`src/rtl/brq_pkg.sv`:
```
// Shared types for the instruction/data memory arbiter.
//
// Contents:
//   rsp_state_e  - response-owner state: which port receives the
//                  memory result in the cycle after a grant.
//   gnt_owner_e  - which request port (if any) owns the memory this cycle.
//   FetchByteEn  - byte enable driven for every fetch access (full word).
package brq_pkg;

  typedef enum logic [1:0] {
    IDLE   = 2'd0,
    IF_RSP = 2'd1,
    LS_RSP = 2'd2
  } rsp_state_e;

  typedef enum logic [1:0] {
    OWN_NONE = 2'd0,
    OWN_IF   = 2'd1,
    OWN_LS   = 2'd2
  } gnt_owner_e;

  localparam logic [3:0] FetchByteEn = 4'b1111;

endpackage

```
`src/rtl/brq_arb_pick.sv`:
```
// Combinational grant selection between the fetch and load/store ports.
//
// Ports:
//   enable      - in,  1: when low no port is granted (held low in reset)
//   if_valid    - in,  1: fetch request pending
//   ls_valid    - in,  1: load/store request pending
//   fetch_first - in,  1: on a conflict the fetch port wins when high,
//                         otherwise load/store wins
//   owner       - out, gnt_owner_e: granted port for this cycle
//
// The policy that produces fetch_first (starvation limit or round-robin
// pointer) lives in the parent; this block only resolves the choice.
module brq_arb_pick
  import brq_pkg::*;
(
  input  logic       enable,
  input  logic       if_valid,
  input  logic       ls_valid,
  input  logic       fetch_first,
  output gnt_owner_e owner
);

  always_comb begin
    owner = OWN_NONE;
    if (enable) begin
      if (if_valid && ls_valid) begin
        owner = fetch_first ? OWN_IF : OWN_LS;
      end else if (if_valid) begin
        owner = OWN_IF;
      end else if (ls_valid) begin
        owner = OWN_LS;
      end
    end
  end

endmodule

```
`src/rtl/brq_mem_arbiter.sv`:
```
// Arbiter sharing one single-port, 1-cycle-latency memory between an
// instruction-fetch port and a load/store port. One grant per cycle; the
// granted request drives the memory combinationally and its response is
// returned on the owner's rsp port exactly one cycle later.
//
// Configuration macro: BRQ_ARB_RR_EN
//   undefined - fixed priority, load/store wins conflicts unless fetch has
//               waited StarveLimit consecutive cycles
//   defined   - round-robin, the port not granted last wins conflicts
//
// Ports:
//   brq_clk, brq_rst (async, active-low)
//   if_req_valid/if_req_addr/if_req_ready        fetch request
//   if_rsp_valid/if_rsp_data                     fetch response
//   ls_req_valid/we/addr/wdata/byte_en/ready     load/store request
//   ls_rsp_valid/ls_rsp_data                     load/store response
//   mem_re/we/addr/wdata/byte_en, mem_rdata      memory side
module brq_mem_arbiter
  import brq_pkg::*;
#(
  parameter int DataWidth   = 32,
  parameter int AddrWidth   = 15,
  parameter int StarveLimit = 4
) (
  input  logic                 brq_clk,
  input  logic                 brq_rst,

  input  logic                 if_req_valid,
  input  logic [AddrWidth-1:0] if_req_addr,
  output logic                 if_req_ready,
  output logic                 if_rsp_valid,
  output logic [DataWidth-1:0] if_rsp_data,

  input  logic                 ls_req_valid,
  input  logic                 ls_req_we,
  input  logic [AddrWidth-1:0] ls_req_addr,
  input  logic [DataWidth-1:0] ls_req_wdata,
  input  logic [3:0]           ls_req_byte_en,
  output logic                 ls_req_ready,
  output logic                 ls_rsp_valid,
  output logic [DataWidth-1:0] ls_rsp_data,

  output logic                 mem_re,
  output logic                 mem_we,
  output logic [AddrWidth-1:0] mem_addr,
  output logic [DataWidth-1:0] mem_wdata,
  output logic [3:0]           mem_byte_en,
  input  logic [DataWidth-1:0] mem_rdata
);

  gnt_owner_e owner;
  rsp_state_e state, state_next;
  logic       fetch_first;
  logic       ls_wr_q;

  // Grants are gated by reset so ready and mem_* drop asynchronously.
  brq_arb_pick u_pick (
    .enable      (brq_rst),
    .if_valid    (if_req_valid),
    .ls_valid    (ls_req_valid),
    .fetch_first (fetch_first),
    .owner       (owner)
  );

`ifdef BRQ_ARB_RR_EN
  // last_ls == 0 means fetch counts as last granted, so after reset the
  // load/store port wins the first conflict.
  logic last_ls;

  always_ff @(posedge brq_clk or negedge brq_rst) begin
    if (!brq_rst) begin
      last_ls <= 1'b0;
    end else if (owner == OWN_IF) begin
      last_ls <= 1'b0;
    end else if (owner == OWN_LS) begin
      last_ls <= 1'b1;
    end
  end

  assign fetch_first = last_ls;
`else
  localparam int CntWidth = (StarveLimit < 1) ? 1 : $clog2(StarveLimit + 1);
  localparam logic [CntWidth-1:0] CntMax = CntWidth'(StarveLimit);

  logic [CntWidth-1:0] starve_cnt;

  // Counts consecutive cycles fetch waited; saturates rather than wraps so
  // a long wait keeps fetch at forced priority until it is served.
  always_ff @(posedge brq_clk or negedge brq_rst) begin
    if (!brq_rst) begin
      starve_cnt <= '0;
    end else if (!if_req_valid || owner == OWN_IF) begin
      starve_cnt <= '0;
    end else if (starve_cnt != CntMax) begin
      starve_cnt <= starve_cnt + 1'b1;
    end
  end

  assign fetch_first = (starve_cnt == CntMax);
`endif

  // ls_wr_q remembers that the pending load/store response is a write,
  // whose response carries zero data instead of mem_rdata.
  always_ff @(posedge brq_clk or negedge brq_rst) begin
    if (!brq_rst) begin
      state   <= IDLE;
      ls_wr_q <= 1'b0;
    end else begin
      state   <= state_next;
      ls_wr_q <= (owner == OWN_LS) && ls_req_we;
    end
  end

  always_comb begin
    state_next   = IDLE;
    if_req_ready = 1'b0;
    ls_req_ready = 1'b0;
    mem_re       = 1'b0;
    mem_we       = 1'b0;
    mem_addr     = '0;
    mem_wdata    = '0;
    mem_byte_en  = 4'b0000;
    if_rsp_valid = 1'b0;
    if_rsp_data  = '0;
    ls_rsp_valid = 1'b0;
    ls_rsp_data  = '0;

    case (owner)
      OWN_IF: begin
        if_req_ready = 1'b1;
        mem_re       = 1'b1;
        mem_addr     = if_req_addr;
        mem_byte_en  = FetchByteEn;
        state_next   = IF_RSP;
      end
      OWN_LS: begin
        ls_req_ready = 1'b1;
        mem_re       = !ls_req_we;
        mem_we       = ls_req_we;
        mem_addr     = ls_req_addr;
        mem_wdata    = ls_req_wdata;
        mem_byte_en  = ls_req_byte_en;
        state_next   = LS_RSP;
      end
      default: ;
    endcase

    case (state)
      IF_RSP: begin
        if_rsp_valid = 1'b1;
        if_rsp_data  = mem_rdata;
      end
      LS_RSP: begin
        ls_rsp_valid = 1'b1;
        ls_rsp_data  = ls_wr_q ? '0 : mem_rdata;
      end
      default: ;
    endcase
  end

endmodule

```
`config.mk`:
```
export PLATFORM = sky130hd
export DESIGN_NAME = brq_mem_arbiter
export DESIGN_NICKNAME = d
export VERILOG_FILES = /design/src/rtl/brq_pkg.sv /design/src/rtl/brq_arb_pick.sv /design/src/rtl/brq_mem_arbiter.sv
export SDC_FILE = /design/constraint.sdc
export NUM_CORES = 1
export LEC_CHECK = 0
export ABC_AREA = 1
export CELL_PAD_IN_SITES_DETAIL_PLACEMENT = 2
export CELL_PAD_IN_SITES_GLOBAL_PLACEMENT = 2
export CORE_MARGIN = 3
export CORE_UTILIZATION = 10
export CTS_BUF_LIST = sky130_fd_sc_hd__clkbuf_4 sky130_fd_sc_hd__clkbuf_8
export DETAILED_ROUTE_END_ITERATION = 16
export HOLD_SLACK_MARGIN = 0.08
export PLACE_DENSITY_LB_ADDON = 0.1
export SLEW_MARGIN = 0
export SYNTH_ARGS = -nofsm -noshare
export SYNTH_HDL_FRONTEND = slang
export SYNTH_SLANG_ARGS = --single-unit
```
`constraint.sdc`:
```
create_clock -name brq_clk -period 2.3 [get_ports brq_clk]
set_input_delay 0.46 -clock brq_clk [delete_from_list [all_inputs] [get_ports brq_clk]]
set_output_delay 0.46 -clock brq_clk [all_outputs]
set_load 0.005 [all_outputs]
```
### After elaboration in Yosys (flattened, before gate mapping)

Index checks and enable logic that the tools add are counted.

| cells by class | value |
|---|---|
| add/subtract/negate cells | 1 |
| equality and inequality tests | 6 |
| muxes and demuxes | 20 |
| reductions and logical operators | 6 |

Operators by type and width:

| kind | number |
|---|---|
| two-way mux 32 bit | 4 |
| case mux 15 bit (2 select lines) | 1 |
| two-way mux 2 bit | 5 |
| case mux 4 bit (2 select lines) | 1 |
| two-way mux 3 bit | 2 |
| two-way mux 1 bit | 5 |
| == test 2 x 1 -> 1 bit (second input constant) | 2 |
| == test 2 bit (second input constant) | 2 |
| case mux 2 bit (2 select lines) | 1 |
| adder 3 x 1 -> 3 bit (second input constant) | 1 |
| == test 3 bit (second input constant) | 1 |
| inequality test 3 bit (second input constant) | 1 |
| logical AND 1 bit | 2 |
| zero test 1 bit | 2 |
| case mux 1 bit (2 select lines) | 1 |
| nonzero test 2 bit | 1 |
| logical OR 1 bit | 1 |

| word-level totals | value |
|---|---|
| flip-flop bits (word level) | 6 |
| input bits | 103 |
| output and inout bits | 121 |
| logic and storage cells | 36 |

### Depth between registers and ports, before layout

Gate-level depths: netlist of run 1.

| depth | value |
|---|---|
| word-level depth | 7 |
| gate-level depth with buffers | 10 |
| mapped depth without buffers | 8 |

### Cells and area by module

Synthesis of run 1 repeated with hierarchy kept, for this count alone.

| second synthesis, totals | value |
|---|---|
| cells, all modules | 282 |
| area total of the unflattened synthesis | 1,342.5 um^2 |

By module, submodules not included:

| module | times used | cells each | area an instance (um^2) | sequential area each (um^2) |
|---|---|---|---|---|
| brq_mem_arbiter | 1 | 277 | 1,321.3 | 150.1 |
| brq_arb_pick | 1 | 5 | 21.3 | 0.0 |

### Least setup slack after synthesis of run 1

OpenSTA, ideal clock, no wires.

| path | value |
|---|---|
| kind | register to output |
| start point | register starve_cnt[0] |
| end point | output port mem_addr[10] |
| data arrival time | 1.665 ns |
| required time | 1.840 ns |
| path slack | 0.175 ns |
| cell stages (with the launch flop) | 11 |
| path buffers | 2 |
| path through | dfrtp_1 > inv_1 > ha_1 > nand2_1 > o21ai_0 > inv_1 > ha_1 > clkbuf_2 > buf_4 > nand2_1 > a21oi_1 |

| on the way | value |
|---|---|
| word-level cells in the longest chain between the ends | 6 |
| elaborated cells between the ends (all ways) | 7 |
| those cells by class | 3 x eq/ne; 4 x mux |

RTL lines:

| item | RTL line | RTL |
|---|---|---|
| start, declared | brq_mem_arbiter.sv:85 | `logic [CntWidth-1:0] starve_cnt;` |
| start signal, assigned | brq_mem_arbiter.sv:95 | `starve_cnt <= starve_cnt + 1'b1;` |
| == test 3 bit (*) | brq_mem_arbiter.sv:99 | `assign fetch_first = (starve_cnt == CntMax);` |
| two-way mux 2 bit (*) | brq_arb_pick.sv:27 | `owner = fetch_first ? OWN_IF : OWN_LS;` |
| two-way mux 2 bit (*) | brq_arb_pick.sv:26 | `if (if_valid && ls_valid) begin` |
| two-way mux 2 bit (*) | brq_arb_pick.sv:25 | `if (enable) begin` |
| == test 2 bit / == test 2 x 1 -> 1 bit (equally long branches) | brq_mem_arbiter.sv:128 | `case (owner)` |
| case mux 15 bit (2 select lines) (*) | brq_mem_arbiter.sv:128 |  |
| end, declared | brq_mem_arbiter.sv:45 | `output logic [AddrWidth-1:0] mem_addr,` |

Mark *: on every way between the ends. The rest lies on a longest branch, timed or not.

### Worst setup path in the final report of run 1

| path | value |
|---|---|
| start point | register starve_cnt[0] |
| end point | output port mem_addr[2] |

Same word-level chain as after synthesis.

==> impl_summary.log, run 1 <==
INFO  metric cts_hold_repair.buffers = 0
INFO  metric antenna_violations_before_repair = 0
INFO  metric total_switching_power = about 0.33 mW
INFO  metric drt-total-wl = 9.694 mm
INFO  metric cp_cell_sequence = inv_2, ha_4, nand2_4, a21oi_4, buf_6, ha_4, buf_12, nand2_1, a21oi_2, buf_2
INFO  metric synth.yosys.warnings = 0
INFO  metric static-leakage-power = 2.147 nW
INFO  metric placedCellCount = 678
INFO  metric worst-setup-path-type = flip-flop to output port
INFO  metric slew_headroom = 82.74%
INFO  metric floorplan.io_pins = 224
INFO  metric max-vdd-ir-drop = 102.1 uV
INFO  metric post-dp-hpwl = 8.159 mm
INFO  metric count_of_unique_library_cells_instantiated_by_yosys = 16
INFO  metric cp_top_family = buffers and inverters
INFO  metric worst_setup_hold_path_clk_slew = 0.04 ns
INFO  metric globalRouteTotalUtil = 12.42%
INFO  metric h-tree-depth = 1
INFO  metric violations = setup timing
INFO  metric layout.nets = 634
INFO  metric n_antenna_cell = 0
INFO  metric synthToLayoutAreaGrowth = 210.1%
INFO  metric drt.antenna.violating_nets = 0
INFO  metric die-height = 121.2 um
INFO  metric die_w = around 120 um
INFO  metric power.density_cell_area = 236.5 nW/um^2
INFO  metric clk-insertion-delay-late = 0.22 ns
INFO  metric grt.overflow.total = 0
INFO  metric utilization = 32.10%
INFO  metric timing.rr.end = starve_cnt[2]
INFO  metric first_global_vias = roughly 2900
INFO  metric endpoint_required_time_on_the_critical_path = 1.84 ns
INFO  metric critical_path.n_buffers_inverters = 4
INFO  metric ys_ff_latch = 6
INFO  metric p_int = 0.6460 mW
INFO  metric clock-root-buffer = sky130_fd_sc_hd__clkbuf_8
INFO  metric cts-root-to-sink-buffers = 2
INFO  metric finalClockSkew = 0.005194 ns
INFO  metric timing.final.hold_violations = 0
INFO  metric clkSinkCount = 6
INFO  metric seq_power_share = between 10% and 20%
INFO  metric start_kind = flip-flop
INFO  metric total_power = just under 1 mW
INFO  metric crit_path_top_delay_cell = sky130_fd_sc_hd__dfrtp_1
INFO  metric route.detailed.drc = 0
INFO  metric grt_max_degree = 24
INFO  metric run_status = finished with violations
INFO  metric fin_crit_sh = 100.4%
INFO  metric routed-via-count = 2550
INFO  metric timing.critical_path.mode_cell = sky130_fd_sc_hd__ha_4
INFO  metric fmaxAchievable = 432.9 MHz
INFO  metric timing.rr.start = starve_cnt[0]
INFO  metric gpl.final_weighted_congestion = 0.7101
INFO  metric drv.max_cap_violation_count = 0
INFO  metric buffer_ports.inserted = 223
INFO  metric drt-wirelength-per-cell = 13.95 um
INFO  metric crit_path_max_incr_delay = 0.37 ns
INFO  metric fin_ws = -0.009818 ns
INFO  metric dpl-instance-area = between 3000 and 4000 um^2
INFO  metric report.final.slew_viol_count = 0
INFO  metric power_switching_share = roughly a third
INFO  metric fin_area = approximately 4100 um^2
INFO  metric netlist_instances = about 280
INFO  metric clock_network_power_share = approximately 16%
INFO  metric synth.avg_cell_area = 4.758 um^2
INFO  metric grt_setup_unrepaired = true
INFO  metric critPathMaxFanout = 16
INFO  metric netlist_area_before_placement = roughly 1300 um^2
INFO  metric report.final.setup_viol = 5
INFO  metric pwr-share-comb = a little over two thirds
INFO  metric cts_buffers = 3
INFO  metric synth_fp_nets = between 300 and 400
INFO  metric start_util = 10.35%
INFO  metric r2r_slack = 0.62 ns
INFO  metric core_area = ~13000 um^2
INFO  metric portion_of_the_post_synthesis_area_used_by_sequential_elements = 11.31%
INFO  metric die_area = 14690 um^2
INFO  metric detail_route.iter0.violations = 26
INFO  metric tightest_slew = 0.2587 ns
INFO  metric core.rowCount = about 40
INFO  metric final-instance-count-excl-fill = 695
INFO  metric grt_pass1_wl = 14.72 mm
INFO  metric drt-pass1-iter-count = 4
INFO  metric critPathArrivalTime = 1.85 ns
INFO  metric worstSetupEndpointType = output port
INFO  metric post_drt_via_cell_ratio = 3.669
INFO  metric post_route_cells_drive_above_1_share = 30.02%
INFO  metric tritoncts = done
INFO  metric hold_class = input port to async pin
INFO  metric final.min_clock_period = 2.310 ns
INFO  metric number_of_cell_instances_on_the_worst_register_to_register_path = 10
repair_timing:
action | CTS | global route
setup buffers | 8 | 6
cloned | 3 | 0
pin swaps | 6 | 10
setup endpoints to repair | 55 | 54
resized for setup | 259 | 51
power by group through the flow:
stage	Clock [mW]	Sequential (mW)	Combinational [mW]
6_report	0.157	0.127	0.690
5_1_grt	0.168	0.128	0.758
4_1_cts	0.162	0.127	0.677
3_5_place_dp	0	0.126	0.612
3_3_place_gp	0	0.125	0.596
2_1_floorplan	0	0.126	0.177
flip-flops by register name (all words and copies together), names as in the netlist:
| signal | flops |
|---|---|
| state | 2 |
| ls_wr_q | 1 |
| starve_cnt | 3 |
worst register-to-register path: stages (launching register included):
cell and delay, ns:
sky130_fd_sc_hd__dfrtp_1 0.35, sky130_fd_sc_hd__inv_2 0.06, sky130_fd_sc_hd__ha_4 0.16, sky130_fd_sc_hd__nand2_4 0.09, sky130_fd_sc_hd__o21ai_4 0.07, sky130_fd_sc_hd__buf_4 0.14, sky130_fd_sc_hd__ha_4 0.17, sky130_fd_sc_hd__buf_4 0.13
sky130_fd_sc_hd__nor2_2 0.23, sky130_fd_sc_hd__nand3_1 0.13, sky130_fd_sc_hd__nand2_1 0.08
synthesized netlist by cell type:
cell type,number,share of area [%]
sky130_fd_sc_hd__inv_1,79,22
sky130_fd_sc_hd__nand2_1,78,22
sky130_fd_sc_hd__nor2_1,60,17
sky130_fd_sc_hd__a21oi_1,21,7.9
sky130_fd_sc_hd__buf_2,7,2.6
sky130_fd_sc_hd__dfrtp_1,6,11
sky130_fd_sc_hd__ha_1,6,5.7
sky130_fd_sc_hd__nand3_1,5,1.9
sky130_fd_sc_hd__nor2_2,5,2.4
sky130_fd_sc_hd__buf_4,3,1.7
sky130_fd_sc_hd__buf_6,3,2.5
sky130_fd_sc_hd__clkbuf_1,2,0.57
sky130_fd_sc_hd__clkbuf_2,1,0.38
sky130_fd_sc_hd__nand2_2,1,0.47
sky130_fd_sc_hd__nor2_4,1,0.85
sky130_fd_sc_hd__o21ai_0,1,0.38
layer usage:
layer	wire [um]	GRT usage [%]
met5	0	0
met4	90	2.451
met3	970	4.056
met2	4906	23.55
met1	3727	13.41
through the flow:
step	setup slack (ns)	setup TNS, ns	hold WS [ns]
5_1_grt	-0.1569	-3.264	0.3778
6_report	-0.009818	-0.02411	0.3370
3_5_place_dp	-0.7704	-35.39	0.5762
4_1_cts	-0.1262	-2.565	0.3403
3_3_place_gp	-0.6991	-33.00	0.5523
2_1_floorplan	0.1754	0	0.1644
cell usage in the layout (no fill, tap or decap), types with 2 or more instances in the layout:
cell type and n:
sky130_fd_sc_hd__nand3_1 5, sky130_fd_sc_hd__clkbuf_8 3, sky130_fd_sc_hd__inv_2 13, sky130_fd_sc_hd__clkbuf_2 5, sky130_fd_sc_hd__dlygate4sd2_1 5, sky130_fd_sc_hd__clkdlybuf4s50_1 165
sky130_fd_sc_hd__ha_1 2, sky130_fd_sc_hd__buf_6 14, sky130_fd_sc_hd__ha_4 4, sky130_fd_sc_hd__buf_12 6, sky130_fd_sc_hd__a21oi_1 9, sky130_fd_sc_hd__nand2_4 7
sky130_fd_sc_hd__buf_16 2, sky130_fd_sc_hd__a21oi_2 11, sky130_fd_sc_hd__nand2_2 23, sky130_fd_sc_hd__nor2_1 60, sky130_fd_sc_hd__buf_2 40, sky130_fd_sc_hd__buf_4 19
sky130_fd_sc_hd__dfrtp_1 6, sky130_fd_sc_hd__nor2_2 5, sky130_fd_sc_hd__nand2_1 49, sky130_fd_sc_hd__inv_1 65
cell families (layout without fill, tap and decap cells):
logic type               Yosys count  in the layout  synth area share, %
AO/OA/AOI/OAI                     22             22                8.294
adder cells (fa/ha/maj)            6              6                5.655
buffers and inverters             95            339                30.16
flip-flops                         6              6                11.31
AND/OR/NAND/NOR                  150            150                44.58
worst max-delay path by stage:
stage,start,to,cells after the start
2_1_floorplan,starve_cnt[0],mem_addr[10],10
3_3_place_gp,if_req_valid,mem_addr[12],8
3_5_place_dp,if_req_valid,mem_byte_en[0],8
4_1_cts,starve_cnt[0],mem_addr[14],12
5_1_grt,starve_cnt[0],mem_addr[2],10
6_report,starve_cnt[0],mem_addr[2],10
final cells by class:
| type | instances | area, um^2 |
|---|---|---|
| Clock buffer | 3 | 41.29 |
| Sequential cell | 6 | 150.1 |
| Tap cell | 172 | 215.2 |
| Fill cell | 1516 | 8708 |
| Timing Repair Buffer | 257 | 2411 |
| Multi-Input combinational cell | 178 | 998.5 |
| Inverter | 79 | 300.3 |
Note: power is estimated with default switching activity, not from simulation.
==> run 2: changes to the inputs <==
- SLEW_MARGIN: 0 -> unset
==> results of run 2 <==
Final layout, timing and power as in run 1 (identical DEF).
==> run 3: changes to the inputs <==
- CELL_PAD_IN_SITES_DETAIL_PLACEMENT: 2 -> 0
- CELL_PAD_IN_SITES_GLOBAL_PLACEMENT: 2 -> 1
- CORE_UTILIZATION: 10 -> 11
- GPL_ROUTABILITY_DRIVEN: unset -> 0
==> run 3 against run 2 <==
  * The run now ends clean
  * Sequential share of layout area up 0.11 points
  * Sequential cell count unchanged
  * Die area down 8.7%
  * Critical path depth up 2
  * Clock power down 3%
  * Count of clock-buffer cells in the layout unchanged
  * Combinational power down 4.9%
  * Routed wire length down 18%
  * Clock skew down 0.0017 ns
  * Sequential power about the same
  * Final area down 2.9%
  * Register-to-register slack worse by 0.13 ns
  * Largest power group unchanged
==> impl_summary.log, run 3 (synthesis results as in run 1) <==
INFO  metric start_util = 11.43%
INFO  metric core.rowCount = 39
INFO  metric power.density_cell_area = 234.2 nW/um^2
INFO  metric tightest_slew = 0.3690 ns
INFO  metric static-leakage-power = between 2 and 2.5 nW
INFO  metric drv.max_cap_violation_count = 0
INFO  metric worst_setup_hold_path_clk_slew = about 0.040 ns
INFO  metric drt-wirelength-per-cell = 11.93 um
INFO  metric critPathArrivalTime = about 1.8 ns
INFO  metric fin_worst_hold_slack = 0.2980 ns
INFO  metric final_common_cell = sky130_fd_sc_hd__clkdlybuf4s50_1
INFO  metric clkSinkCount = 6
INFO  metric post-dp-hpwl = around 6.3 mm
INFO  metric h-tree-depth = 1
INFO  metric antenna_violations_before_repair = 0
INFO  metric endpoint_required_time_on_the_critical_path = 1.84 ns
INFO  metric max-vdd-ir-drop = 112.0 uV
INFO  metric final-instance-count-excl-fill = about 660
INFO  metric cts_hold_repair.buffers = 0
INFO  metric drt-total-wl = 7.909 mm
INFO  metric finalClockSkew = about 0.0035 ns
INFO  metric total_power = 0.9363 mW
INFO  metric routed-via-count = 2449
INFO  metric timing.rr.start = starve_cnt[1]
INFO  metric core_area = around 12000 um^2
INFO  metric grt_max_degree = 34
INFO  metric most_flops_register = starve_cnt
INFO  metric cts_buffers = 3
INFO  metric grt_pass1_wl = 11.14 mm
INFO  metric final_cell_mix = 165 x sky130_fd_sc_hd__clkdlybuf4s50_1, 68 x sky130_fd_sc_hd__inv_1, 60 x sky130_fd_sc_hd__nor2_1
INFO  metric largest_registers_in_the_final_layout = starve_cnt (3), state (2), ls_wr_q (1)
INFO  metric die_area = 13420 um^2
INFO  metric placedCellCount = 646
INFO  metric worst-setup-path-type = flip-flop to output port
INFO  metric final.min_clock_period = 2.285 ns
INFO  metric start_kind = flip-flop
INFO  metric worstSetupEndpointType = output port
INFO  metric floorplan.io_pins = 224
INFO  metric synthToLayoutAreaGrowth = 201.1%
INFO  metric largest_register_ffs = 3
INFO  metric grt.overflow.total = 0
INFO  metric layout.nets = 631
INFO  metric grt_setup_unrepaired = true
INFO  metric detail_route.iter0.violations = 71
INFO  metric die_w = 115.9 um
INFO  metric fin_crit_sh = 99.33%
INFO  metric drt-pass1-iter-count = 3
INFO  metric post_route_cells_drive_above_1_share = between 20 and 30%
INFO  metric fmaxAchievable = 437.7 MHz
INFO  metric n_antenna_cell = 0
INFO  metric clk-insertion-delay-late = 0.22 ns
INFO  metric dpl-instance-area = 3800 um^2
INFO  metric cts-root-to-sink-buffers = 2
INFO  metric r2r_slack = 0.49 ns
INFO  metric post-place-ws = -0.6789 ns
INFO  metric report.final.setup_viol = 0
INFO  metric clock-root-buffer = sky130_fd_sc_hd__clkbuf_8
INFO  metric timing.final.hold_violations = 0
INFO  metric die-height = 115.9 um
INFO  metric run_status = completed
INFO  metric fin_area = 3998 um^2
INFO  metric fin_ws = 0.01531 ns
INFO  metric drt.antenna.violating_nets = 0
INFO  metric timing.rr.end = starve_cnt[1]
INFO  metric first_global_vias = 2314
INFO  metric hold_class = input port to async pin
INFO  metric number_of_cell_instances_on_the_worst_register_to_register_path = 12
INFO  metric report.final.slew_viol_count = 0
INFO  metric route.detailed.drc = 0
INFO  metric post_drt_via_cell_ratio = roughly 3.7
INFO  metric critPathMaxFanout = 8
INFO  metric globalRouteTotalUtil = 10.35%
INFO  metric tritoncts = done
INFO  metric slew_headroom = 75.40%
INFO  metric buffer_ports.inserted = 223
## run 3: cell count changes in the layout (fill, tap and decap cells not counted), sizes merged
| cell | previous run | this run |
|---|---|---|
| buf | 82 | 83 |
| clkdlybuf4s15 | 0 | 1 |
| dlygate4sd2 | 5 | 4 |
| inv | 78 | 79 |
| clkbuf | 8 | 4 |
| clkinvlp | 1 | 0 |
## run 3: metal layers
metal / part of all wire, % / GRT usage (%) / vias up
li1: - / - / 1260
met4: 0.46 / 1.392 / 0
met5: 0 / 0 / -
met2: 49 / 19.68 / 156
met3: 15 / 3.760 / 4
met1: 35 / 11.19 / 1029
## run 3: layout make-up
class                      count  area [um^2]
fill                        1292         7616
clock buffer                   3        41.29
tap                          143        178.9
inverter                      79        299.0
sequential                     6        150.1
timing repair buffer         254         2352
multi-input combinational    178        975.9
## run 3: how the worst max path moves through the flow
stage / startpoint / end / slack [ns] / cells past startpoint
2_1_floorplan: starve_cnt[0] / mem_addr[10] / 0.18 / 10
3_3_place_gp: if_req_valid / mem_byte_en[0] / -0.63 / 9
3_5_place_dp: brq_rst / mem_addr[8] / -0.68 / 8
4_1_cts: starve_cnt[0] / mem_wdata[10] / -0.09 / 12
5_1_grt: starve_cnt[0] / mem_addr[14] / -0.08 / 11
6_report: starve_cnt[0] / mem_wdata[25] / 0.02 / 12
## run 3: where the power goes
part / internal, mW / switching (mW) / total (mW)
sequential: 0.118 / 0.00846 / 0.127
combinational: 0.401 / 0.256 / 0.656
clock: 0.112 / 0.0410 / 0.153
## run 3: repair_timing
item / CTS / global route
gates resized for setup: 242 / 54
pin swaps: 6 / 9
cloned: 4 / 0
setup buffers: 13 / 1
setup endpoints to repair: 55 / 50
## run 3: critical path, cell delays in order (launching register included)
cell	delay, ns
sky130_fd_sc_hd__dfrtp_1	0.37
sky130_fd_sc_hd__inv_2	0.08
sky130_fd_sc_hd__ha_4	0.14
sky130_fd_sc_hd__nand2_4	0.05
sky130_fd_sc_hd__o21ai_2	0.12
sky130_fd_sc_hd__buf_6	0.12
sky130_fd_sc_hd__inv_4	0.04
sky130_fd_sc_hd__ha_4	0.19
sky130_fd_sc_hd__buf_12	0.14
sky130_fd_sc_hd__buf_16	0.14
sky130_fd_sc_hd__nand2_2	0.05
sky130_fd_sc_hd__inv_1	0.03
sky130_fd_sc_hd__buf_2	0.11
## run 3: per-stage QoR
stage	util (%)	TNS, ns
after floorplan	-	0
after global placement	32.72	-31.79
after detailed placement	32.72	-33.04
after CTS	33.53	-0.6527
after global routing	34.42	-2.254
final	34.42	0
